===== src/rtl/agc_mct_scheduler.sv =====
// agc_mct_scheduler: memory-cycle scheduler for the AGC core.
// Generates time pulses 1..TP_LAST and, at every MCT boundary, picks the type of
// the next memory cycle (INSTR, counter CNT, interrupt RUPT, or the post-reset GOJAM).
// Optional feature macro: AGC_SINGLE_STEP_EN adds step_mode/step_req so the core
// can be single-stepped one instruction at a time.
//
// Request semantics: cnt_req/int_req/resume/step_req are single-clk pulses with no
// ready/acknowledge; a pulse is accepted unconditionally into its pending latch on
// the clk it is high, and its grant is visible only through cyc_type/cnt_sel/int_sel.
// cyc_type doubles as the exposed scheduler state.
module agc_mct_scheduler #(
  parameter int N_CNT   = 8,
  parameter int N_INT   = 5,
  parameter int TP_LAST = 12,
  localparam int TW = $clog2(TP_LAST + 1),
  localparam int CW = $clog2(N_CNT),
  localparam int IW = $clog2(N_INT)
) (
  input  logic             clk,
  input  logic             rst,
  input  logic             adv,
  input  logic [N_CNT-1:0] cnt_req,
  input  logic [N_INT-1:0] int_req,
  input  logic             int_inhibit,
  input  logic             inst_end,
  input  logic             resume,
`ifdef AGC_SINGLE_STEP_EN
  input  logic             step_mode,
  input  logic             step_req,
`endif
  output logic [TW-1:0]    tp,
  output logic             mct_end,
  output logic [1:0]       cyc_type,
  output logic [CW-1:0]    cnt_sel,
  output logic [IW-1:0]    int_sel,
  output logic             in_isr
);

  typedef enum logic [1:0] {
    CYC_INSTR = 2'b00,
    CYC_CNT   = 2'b01,
    CYC_RUPT  = 2'b10,
    CYC_GOJAM = 2'b11
  } cyc_t;

  cyc_t             cyc_q, cyc_d;
  logic [TW-1:0]    tp_d;
  logic [CW-1:0]    cnt_sel_d, cnt_idx;
  logic [IW-1:0]    int_sel_d, int_idx;
  logic [N_CNT-1:0] cnt_pend, cnt_pend_d, cnt_clr;
  logic [N_INT-1:0] int_pend, int_pend_d, int_clr;
  logic             cnt_any, int_any, isr_set, in_isr_d, hold, rupt_ok;

  assign cyc_type = cyc_q;

`ifdef AGC_SINGLE_STEP_EN
  logic step_arm;
  // Freeze at the end of a completed instruction until the operator steps.
  assign hold = step_mode && !step_arm && (tp == TW'(TP_LAST)) &&
                (cyc_q == CYC_INSTR) && inst_end;

  // A step pulse arms exactly one held boundary; taking any boundary disarms it.
  always_ff @(posedge clk) begin
    if (rst)           step_arm <= 1'b0;
    else if (step_req) step_arm <= 1'b1;
    else if (mct_end)  step_arm <= 1'b0;
  end
`else
  assign hold = 1'b0;
`endif

  // Boundary strobe is combinational so the boundary decision happens this clk.
  assign mct_end = adv && (tp == TW'(TP_LAST)) && !hold;

  // Lowest-index pending counter cell wins.
  always_comb begin
    cnt_any = 1'b0;
    cnt_idx = '0;
    for (int i = N_CNT - 1; i >= 0; i--) begin
      if (cnt_pend[i]) begin
        cnt_any = 1'b1;
        cnt_idx = CW'(i);
      end
    end
  end

  // Lowest-index pending interrupt source wins.
  always_comb begin
    int_any = 1'b0;
    int_idx = '0;
    for (int i = N_INT - 1; i >= 0; i--) begin
      if (int_pend[i]) begin
        int_any = 1'b1;
        int_idx = IW'(i);
      end
    end
  end

  // A RUPT may only interrupt between instructions, never nest, and never under INHINT.
  assign rupt_ok = int_any && !int_inhibit && !in_isr &&
                   (inst_end || (cyc_q != CYC_INSTR));

  // Next-state: time-pulse counter, boundary selection, pending and ISR bookkeeping.
  always_comb begin
    tp_d      = tp;
    cyc_d     = cyc_q;
    cnt_sel_d = cnt_sel;
    int_sel_d = int_sel;
    cnt_clr   = '0;
    int_clr   = '0;
    isr_set   = 1'b0;
    if (adv && !hold) begin
      tp_d = (tp == TW'(TP_LAST)) ? TW'(1) : tp + TW'(1);
    end
    if (mct_end) begin
      if (cnt_any) begin
        cyc_d            = CYC_CNT;
        cnt_sel_d        = cnt_idx;
        cnt_clr[cnt_idx] = 1'b1;
      end else if (rupt_ok) begin
        cyc_d            = CYC_RUPT;
        int_sel_d        = int_idx;
        int_clr[int_idx] = 1'b1;
        isr_set          = 1'b1;
      end else begin
        cyc_d = CYC_INSTR;
      end
    end
    // A request arriving on its own grant clk survives the clear.
    cnt_pend_d = (cnt_pend & ~cnt_clr) | cnt_req;
    int_pend_d = (int_pend & ~int_clr) | int_req;
    in_isr_d   = isr_set ? 1'b1 : (resume ? 1'b0 : in_isr);
  end

  // State registers; reset at any time point abandons the current MCT.
  always_ff @(posedge clk) begin
    if (rst) begin
      tp       <= TW'(1);
      cyc_q    <= CYC_GOJAM;
      cnt_sel  <= '0;
      int_sel  <= '0;
      in_isr   <= 1'b0;
      cnt_pend <= '0;
      int_pend <= '0;
    end else begin
      tp       <= tp_d;
      cyc_q    <= cyc_d;
      cnt_sel  <= cnt_sel_d;
      int_sel  <= int_sel_d;
      in_isr   <= in_isr_d;
      cnt_pend <= cnt_pend_d;
      int_pend <= int_pend_d;
    end
  end

endmodule

===== config.mk =====
export PLATFORM = sky130hd
export DESIGN_NAME = agc_mct_scheduler
export DESIGN_NICKNAME = d
export VERILOG_FILES = /design/src/rtl/agc_mct_scheduler.sv
export SDC_FILE = /design/constraint.sdc
export NUM_CORES = 1
export LEC_CHECK = 0
export ABC_CLOCK_PERIOD_IN_PS = 2500
export CAP_MARGIN = 20
export CORE_MARGIN = 2
export CORE_UTILIZATION = 35
export DETAILED_ROUTE_END_ITERATION = 7
export GPL_ROUTABILITY_DRIVEN = 0
export PLACE_DENSITY_LB_ADDON = 0.15
export SYNTH_ARGS = -nofsm -noshare
export SYNTH_HDL_FRONTEND = slang
export SYNTH_SLANG_ARGS = --single-unit

===== constraint.sdc =====
create_clock -name clk -period 2.5 [get_ports clk]
set_clock_uncertainty 0.15 [all_clocks]
set_input_delay 0.375 -clock clk [delete_from_list [all_inputs] [get_ports clk]]
set_output_delay 0.375 -clock clk [all_outputs]
set_load 0.1 [all_outputs]

* Word level (Yosys, flattened, before mapping) *
Index checks and enable logic that the tools add are counted.

storage, ports and cells
  word-level logic and storage cells = 76
  flip-flop bits (word level) = 26

cells by class
  add/subtract/negate cells = 1
  mux-type cells = 43
  bitwise logic cells = 7
  reduce and logical (&&, ||, !) cells = 13
  equal/unequal tests = 1
  magnitude comparators = 4

operator list
  operator                                                    number
  two-way mux 3 bit                                           13
  two-way mux 1 bit                                           20
  two-way mux 8 bit                                           2
  two-way mux 5 bit                                           3
  AND 8 bit                                                   1
  less-than comparator 3 x 4 -> 1 bit, second input constant  2
  NOT 8 bit                                                   1
  bitwise OR 8 bit                                            1
  demux 1 bit (select 3 bit)                                  2
  >= comparator 3 x 1 -> 1 bit, second input constant         2
  logical AND 1 bit                                           6
  AND 5 bit                                                   1
  NOT 5 bit                                                   1
  bitwise OR 5 bit                                            1
  adder 4 x 1 -> 4 bit, second input constant                 1
  == test 4 bit, second input constant                        1
  two-way mux 2 bit                                           2
  two-way mux 4 bit                                           1
  nonzero test 2 bit                                          2
  AND reduction 3 bit                                         1
  logical NOT 1 bit                                           2
  AND reduction 2 bit                                         1
  logical OR 1 bit                                            1
  NOT 1 bit                                                   1

* Longest topological paths before layout *
Gate-level depths: netlist of run 1.

  depth in word-level cells = 17
  mapped depth = 8
  depth with buffers taken out = 7

* Worst setup path after synthesis of run 1 *
No wires, ideal clock.

  path kind = register to register
  from = register tp[2]
  to = register cnt_sel[1]
  stages on the path, launching flop included = 7
  clock period less this slack = 3024 ps
  library setup time = 71 ps
  arrival time = 2804 ps
  required time = 2279 ps
  buffers on the path = 1
  slack = -524 ps
  cell sequence = dfxtp_1 > nand4_1 > inv_1 > buf_2 > o21ai_0 > a2111o_1 > a21oi_1

between the ends
  word-level cells in the longest chain between the ends = 3

RTL lines
  what                           line  text
  from (decl)                    31    output logic [TW-1:0] tp,
  from (signal assigned)         146   tp <= tp_d;
  == test 4 bit                  73    assign mct_end = adv && (tp == TW'(TP_LAST)) && !hold;
  logical AND 1 bit              73
  named net mct_end              32    output logic mct_end,
  AND reduction 2 bit (no line)  -
  to (signal assigned)           148   cnt_sel <= cnt_sel_d;
  to (decl)                      34    output logic [CW-1:0] cnt_sel,

The timed path passes the listed nets, and every way through them passes these cells.
A chain may end at the register's enable or synchronous reset.

* Final worst setup path of run 1 *
  from = register cnt_pend[7]
  to = register int_sel[2]

between the ends
  word-level cells in the longest chain between the ends = 10

RTL lines
  what                            line  text
  from (decl)                     50    logic [N_CNT-1:0] cnt_pend, cnt_pend_d, cnt_clr;
  from (signal assigned)          151   cnt_pend <= cnt_pend_d;
  two-way mux 1 bit (8 in a row)  80    if (cnt_pend[i]) begin
  NOT 1 bit (no line)             -
  AND reduction 3 bit (no line)   -
  to (signal assigned)            149   int_sel <= int_sel_d;
  to (decl)                       35    output logic [IW-1:0] int_sel,

Every way passes these cells.

==> impl_metrics.tcl, run 1 <==
set metrics [dict create \
    min_to "cnt_sel[1]" \
    die_h_um 60.69 \
    r2r-end "int_sel[2]" \
    clk_latency_ns 0.31 \
    wl_um 2646 \
    grt_max_degree 29 \
    reg2reg_from "cnt_pend[7]" \
    yosys-top-cells-count "26 x dfxtp_1, 17 x a21oi_1, 17 x nor2_1" \
    initial_utilization_pct 36.84 \
    tightest_slew_ns 0.6363 \
    clockBufferDepth 2 \
    p_leak_nw 0.6001 \
    yosysSeqAreaShare_pct 46.27 \
    clock.fmax_mhz 436.4 \
    final_nets 191 \
    reg2reg_depth 4 \
    synthTopCellsByArea "dfxtp_1 46%, a21oi_1 7.6%, nor2_1 5.7%, o21ai_0 4.4%, inv_1 3.7%" \
    holdBufCountCts 0 \
    finalCritPeriodShare_pct 91.67 \
    first_iter_violations 47 \
    num_io_pins 33 \
    synth_ff_type "dfxtp_1" \
    finalHoldViolCount 0 \
    maxCapViolCount 0 \
    antenna_found_initial 0 \
    insertedDiodeCount 0 \
    drive_above_1_share_pct 16.07 \
    yosysUniqueCellTypes 33 \
    postCtsSetupBuffers 0 \
    clk_pin_slew_ns 0.13 \
    core-area_um2 3053 \
    hold_path_depth 2 \
    setup_viol 0 \
    fin_setup_tns_ns 0 \
    yosysWarnings 0 \
    rsz0062_at_grt "false" \
    cp_data_required_time_ns 2.60 \
    synth_edf_count 0 \
    via_per_inst 5.052 \
    syn_to_final_growth_pct 34.59 \
    synthCells 134 \
    hp-start "cnt_sel[1]" \
    drc 0 \
    wire_per_inst_um 12.48 \
    ys_ff_latch 26 \
    worstSetupPathType "reg -> reg" \
    num_rows 20 \
    synth.most_common_cell "dfxtp_1" \
    syn_area_um2 1125 \
    r2r_slack_ns 0.21 \
    ctsResizeCount 0 \
    root_buffer "clkbuf_4" \
    drv_slew 0 \
    grt_pass1_wl_um 4547 \
    dp_hpwl_um 1988 \
    total_power_w 0.0007778 \
    min_period_ns 2.292 \
    h-tree-depth 1 \
    synth_top_cell_by_area "dfxtp_1" \
    grt_use_total_pct 16.37 \
    port_buffers 32 \
    start_kind "flip-flop" \
    max_slew_margin_pct 57.58 \
    dieArea_um2 3683 \
    peakVddDrop_mv 0.2419 \
    cp.arrival_ns 2.40 \
    cts_buffers 3 \
    grt_pass1_vias 1077 \
    num_vias 1071 \
    first_pass_iters 4 \
    cts.sinks 26 \
    fill_cells 316 \
    grt-ovfl-total 0 \
    cellPowerDensity_nw_per_um2 513.7 \
    synth.top_cell.area_share_pct 46.27 \
    syn-num-nets 155 \
    hold_class "reg -> reg" \
    ant_nets 0 \
    path_max_fanout 7 \
    die_width_um 60.69 \
    synthArstFlopShare_pct 0 \
    cts_tree "built" \
    crit_path_end_kind "flip-flop" \
    avgSynthCellArea_um2 8.394 \
    status "completed" \
]
[where the power goes]
group	total, W	switching (W)	internal (W)
sequential	0.000461	0.0000247	0.000436
combinational	0.000145	0.0000845	0.0000607
clock	0.000172	0.000116	0.0000563
total	0.000778	0.000225	0.000553
[layout make-up]
| class | count | area [um^2] | share of cell area [%] |
|---|---|---|---|
| multi-input combinational | 92 | 541.8 | 35.79 |
| sequential | 26 | 525.5 | 34.71 |
| clock buffer | 3 | 22.52 | 1.488 |
| timing repair buffer | 36 | 327.8 | 21.65 |
| tap | 44 | 55.05 | 3.636 |
| inverter | 11 | 41.29 | 2.727 |
[how the worst max path moves through the flow]
stage / startpoint / end / slack [ns]
6_report: cnt_pend[7] / int_sel[2] / 0.21
5_1_grt: cnt_pend[7] / int_sel[2] / 0.11
4_1_cts: cnt_pend[7] / int_sel[2] / 0.19
3_5_place_dp: adv / int_sel[2] / 0.18
3_3_place_gp: adv / int_sel[2] / 0.26
2_1_floorplan: tp[0] / cnt_sel[1] / 0.08
[state kept, by name, summed over array words and instances, names as in the netlist]
| signal | count |
|---|---|
| cnt_pend | 8 |
| cnt_sel | 3 |
| cyc_type | 2 |
| in_isr | 1 |
| int_pend | 5 |
| int_sel | 3 |
| tp | 4 |
[worst max-delay path, stage by stage (launching register included)]
cell and delay, ns:
dfxtp_1 0.36, or4_4 0.56, or4_1 0.60, or3_1 0.42, a21oi_1 0.14
[cell families (layout without fill, tap and decap cells)]
family | Yosys count | in the layout | synth area share [%]
DFF | 26 | 26 | 46.27
AOI/OAI and AO/OA | 41 | 41 | 22.58
and+or+nand+nor | 46 | 46 | 20.91
xor gates and xnor gates | 2 | 2 | 1.558
buffers and inverters | 16 | 50 | 5.562
muxes | 1 | 1 | 0.8899
adders and majority gates | 2 | 2 | 2.224
[placed cells by master, fill, tap and decap left out, types with 2 or more instances in the layout]
| cell | n |
|---|---|
| a21oi_1 | 17 |
| clkdlybuf4s50_1 | 18 |
| nor4_1 | 3 |
| nand2_1 | 7 |
| dfxtp_1 | 22 |
| or3_1 | 2 |
| buf_4 | 17 |
| inv_1 | 11 |
| dfxtp_2 | 4 |
| ha_1 | 2 |
| nor2_1 | 17 |
| clkbuf_4 | 3 |
| or4_1 | 4 |
| o21ai_0 | 10 |
| xor2_1 | 2 |
| nand4_1 | 2 |
| o41ai_1 | 2 |
| a211oi_1 | 3 |
| nor3_1 | 5 |
[metrics by stage]
stage	cells	util, %	hold slack, ns	worst slack, ns	instance area (um^2)
2_1_floorplan	134	-	0.3232	0.07741	1132
3_3_place_gp	209	48.85	0.3070	0.2602	1491
3_5_place_dp	209	48.85	0.3058	0.1840	1491
4_1_cts	212	49.59	0.3248	0.1896	1514
5_1_grt	212	49.59	0.3591	0.1116	1514
6_report	212	49.59	0.3209	0.2083	1514
[routing by layer]
layer | GRT usage [%] | wire [um]
met5 | 0 | 0
met4 | 6.522 | 19
met3 | 3.198 | 112
met2 | 28.42 | 1309
met1 | 19.84 | 1205
Note: power is estimated with default switching activity, not from simulation.
==> run 2, diff against run 1 <==
Settings changed: MAX_ROUTING_LAYER from default to met4.
==> run 2 against run 1 <==
Effect of this change:
- count of clock-buffer cells in the layout stayed put
- critical endpoint unchanged
- combinational power is essentially flat
- wire length about the same
- die area did not move
- clock power about the same
==> impl_metrics.tcl, run 2 (same netlist as run 1, synthesis figures left out) <==
set metrics [dict create \
    port_buffers 32 \
    ant_nets 0 \
    drive_above_1_share_pct 16.07 \
    cp_data_required_time_ns 2.60 \
    start_kind "flip-flop" \
    fin_setup_tns_ns 0 \
    dieArea_um2 3683 \
    maxCapViolCount 0 \
    setup_viol 0 \
    clockBufferDepth 2 \
    cts_tree "built" \
    wl_um 2645 \
    top_regs "cnt_pend: 8 flops, int_pend: 5 flops, tp: 4 flops" \
    grt_pass1_wl_um 4554 \
    max_slew_margin_pct 57.18 \
    wire_per_inst_um 12.48 \
    rsz0062_at_grt "false" \
    grt_use_total_pct 16.89 \
    setup_ws_ns 0.2084 \
    num_vias 1071 \
    antenna_found_initial 0 \
    largest_reg_flops 8 \
    clk_latency_ns 0.31 \
    initial_utilization_pct 36.84 \
    postCtsSetupBuffers 0 \
    peakVddDrop_mv 0.2418 \
    holdBufCountCts 0 \
    cp.arrival_ns 2.40 \
    drc 0 \
    status "completed" \
    syn_to_final_growth_pct 34.59 \
    total_power_w 0.0007777 \
    num_rows 20 \
    dp_hpwl_um 1988 \
    die_h_um 60.69 \
    grt_pass1_vias 1077 \
    finalHoldViolCount 0 \
    cellPowerDensity_nw_per_um2 513.7 \
    cts_buffers 3 \
    finalCritPeriodShare_pct 91.67 \
    via_per_inst 5.052 \
    dpl-instance-area_um2 1491 \
    path_max_fanout 7 \
    path_cells "or4_4, or4_1, or3_1, a21oi_1" \
    num_io_pins 33 \
    regMostFlops "cnt_pend" \
    die_width_um 60.69 \
    p_leak_nw 0.6001 \
    worstSetupPathType "reg -> reg" \
    final_nets 191 \
    root_buffer "clkbuf_4" \
    crit_path_end_kind "flip-flop" \
    min_period_ns 2.292 \
    first_pass_iters 4 \
    crit_slowest_cell "or4_1" \
    drv_slew 0 \
    tightest_slew_ns 0.6423 \
    first_iter_violations 43 \
    most-common-layout-cells "22 x dfxtp_1, 18 x clkdlybuf4s50_1, 17 x nor2_1, 17 x a21oi_1, 17 x buf_4" \
    clk_pin_slew_ns 0.13 \
    ctsResizeCount 0 \
    dp_slack_ns 0.1840 \
    grt_max_degree 29 \
    layout_commonest_cell "dfxtp_1" \
    slowest_delay_ns 0.60 \
    fin_area_um2 1514 \
    insertedDiodeCount 0 \
    clock.fmax_mhz 436.4 \
    core-area_um2 3053 \
    hold_class "reg -> reg" \
    grt-ovfl-total 0 \
    h-tree-depth 1 \
    cts.sinks 26 \
]
run 2: critical path, delay by kind of cell (launching register included):
kind            cells  cell delay, ns
compound gates      1            0.14
simple gates        3            1.58
flops               1            0.36
run 2: layout make-up:
cell class	instances	area, um^2
Tap cell	44	55.05
Inverter	11	41.29
Timing Repair Buffer	36	327.8
Multi-Input combinational cell	92	541.8
Sequential cell	26	525.5
Clock buffer	3	22.52
Fill cell	316	1539
run 2: routing by layer:
layer / vias up / part of all wire [%] / track usage (%)
li1: 548 / - / -
met1: 501 / 46 / 19.97
met2: 20 / 49 / 28.42
met3: 2 / 4.0 / 2.985
met4: 0 / 0.72 / 6.522
met5: - / 0 / -
run 2: metrics by stage:
stage / util (%) / cells / hold WS [ns]
floorplan: - / 134 / 0.3232
CTS: 49.59 / 212 / 0.3248
global placement: 48.85 / 209 / 0.3070
finish: 49.59 / 212 / 0.3208
detailed placement: 48.85 / 209 / 0.3058
global route: 49.59 / 212 / 0.3591
run 2: final timing paths:
kind                endpoint   startpoint  cells after the start  slack, ns
setup reg to reg  int_sel[2]  cnt_pend[7]                      4       0.21
hold reg to reg   cnt_sel[1]   cnt_sel[1]                      2       0.32
setup / recovery  int_sel[2]  cnt_pend[7]                      4       0.21
hold / removal    cnt_sel[1]   cnt_sel[1]                      2       0.32
run 2: where the power goes:
group / switching (W) / internal, W
combinational: 0.0000846 / 0.0000608
clock: 0.000115 / 0.0000563
sequential: 0.0000247 / 0.000436
==> run 3, diff against run 2 <==
Settings changed: PLACE_DENSITY from default to 0.68, PLACE_DENSITY_LB_ADDON 0.15 to default.
==> run 3 against run 2 <==
Effect of this change:
- design area rose by 0.91%
- sequential share of layout area shrank 0.31 points
- worst hold slack improved by 0.021 ns
- sequential power hardly changed
- register-to-register slack better by 0.04 ns
- critical path depth unchanged
- power up 5.1%
- count of clock-buffer cells in the layout is 1 higher
- first-iteration DRC count up 26%
- clock power rose by 23%
- critical path type unchanged
==> impl_metrics.tcl, run 3 (same netlist as run 1, synthesis figures left out) <==
set metrics [dict create \
    num_io_pins 33 \
    grt_use_total_pct 16.68 \
    finalCritPeriodShare_pct 90.22 \
    seq_area_um2 525.5 \
    start_kind "flip-flop" \
    first_pass_iters 4 \
    postCtsSetupBuffers 0 \
    drv_slew 0 \
    finalHoldViolCount 0 \
    holdBufCountCts 0 \
    die_width_um 60.69 \
    antenna_found_initial 0 \
    ant_nets 0 \
    fill_cells 316 \
    clk_latency_ns 0.32 \
    grt-ovfl-total 0 \
    most-common-layout-cells "22 x dfxtp_1, 18 x clkdlybuf4s50_1, 17 x nor2_1, 17 x a21oi_1, 17 x buf_4" \
    fin_setup_tns_ns 0 \
    peakVddDrop_mv 0.2592 \
    final_nets 191 \
    syn_to_final_growth_pct 35.82 \
    total_power_w 0.0008173 \
    setup_viol 0 \
    grt_max_degree 29 \
    tightest_slew_ns 0.5762 \
    drive_above_1_share_pct 16.57 \
    max_slew_margin_pct 61.23 \
    p_leak_nw 0.6073 \
    wire_per_inst_um 12.05 \
    dieArea_um2 3683 \
    root_buffer "clkbuf_4" \
    h-tree-depth 1 \
    multi_input_area_um2 541.8 \
    core-area_um2 3053 \
    crit_path_end_kind "flip-flop" \
    fin_area_um2 1528 \
    rsz0062_at_grt "false" \
    port_buffers 32 \
    clockBufferDepth 2 \
    maxCapViolCount 0 \
    path_max_fanout 7 \
    first_iter_violations 54 \
    dp_hpwl_um 1949 \
    insertedDiodeCount 0 \
    drc 0 \
    whs_ns 0.3415 \
    largest_reg_flops 8 \
    initial_utilization_pct 36.84 \
    cellPowerDensity_nw_per_um2 535.0 \
    status "completed" \
    clock.fmax_mhz 443.4 \
    cp_data_required_time_ns 2.62 \
    die_h_um 60.69 \
    grt_pass1_wl_um 4443 \
    dpl-instance-area_um2 1491 \
    via_per_inst 5.080 \
    wl_um 2566 \
    top_regs "cnt_pend: 8 flops, int_pend: 5 flops, tp: 4 flops" \
    layout_commonest_cell "dfxtp_1" \
    hold_path_depth 2 \
    reg2reg_depth 4 \
    cts.sinks 26 \
    worstSetupPathType "reg -> reg" \
    cts_buffers 3 \
    regMostFlops "cnt_pend" \
    num_vias 1082 \
    min_period_ns 2.255 \
    clk_pin_slew_ns 0.14 \
    num_rows 20 \
    cp.arrival_ns 2.38 \
    hold_class "reg -> reg" \
    grt_pass1_vias 958 \
    cts_tree "built" \
    ctsResizeCount 0 \
]
## run 3: final timing paths
check              startpoint  slack [ns]    endpoint
setup / recovery  cnt_pend[7]        0.24  int_sel[2]
setup reg to reg  cnt_pend[7]        0.24  int_sel[2]
hold reg to reg    cnt_sel[1]        0.34  cnt_sel[1]
hold / removal     cnt_sel[1]        0.34  cnt_sel[1]
## run 3: area by class of cell
| class | count | share of cell area, % |
|---|---|---|
| Timing Repair Buffer | 36 | 21.46 |
| Inverter | 11 | 2.703 |
| Multi-Input combinational cell | 92 | 35.46 |
| Clock buffer | 4 | 2.375 |
| Sequential cell | 26 | 34.40 |
| Tap cell | 44 | 3.604 |
## run 3: metrics by stage
step                      setup slack [ns]  cells  utilization [%]
after floorplan                    0.07741    134                -
after global placement              0.3287    209            48.85
after detailed placement            0.2855    209            48.85
after CTS                           0.2412    213            50.04
after global routing                0.1662    213            50.04
final                               0.2446    213            50.04
## run 3: power by group
group | switching [W] | internal (W) | leakage (nW) | total (W)
Clock | 0.000122 | 0.0000892 | 0.0210 | 0.000211
Sequential | 0.0000251 | 0.000436 | 0.215 | 0.000461
Combinational | 0.0000838 | 0.0000610 | 0.371 | 0.000145
Total | 0.000231 | 0.000586 | 0.607 | 0.000817
## run 3: per-layer routing
metal	track usage (%)	routed length, um	vias up
li1	-	-	552
met1	21.24	1183	486
met2	26.57	1189	40
met3	4.478	174	4
met4	3.727	18	0
met5	-	0	-
## run 3: worst max-delay path, cell delays in order (launching register included)
cell	delay [ns]
dfxtp_1	0.35
or4_4	0.56
or4_1	0.59
or3_1	0.41
a21oi_1	0.14
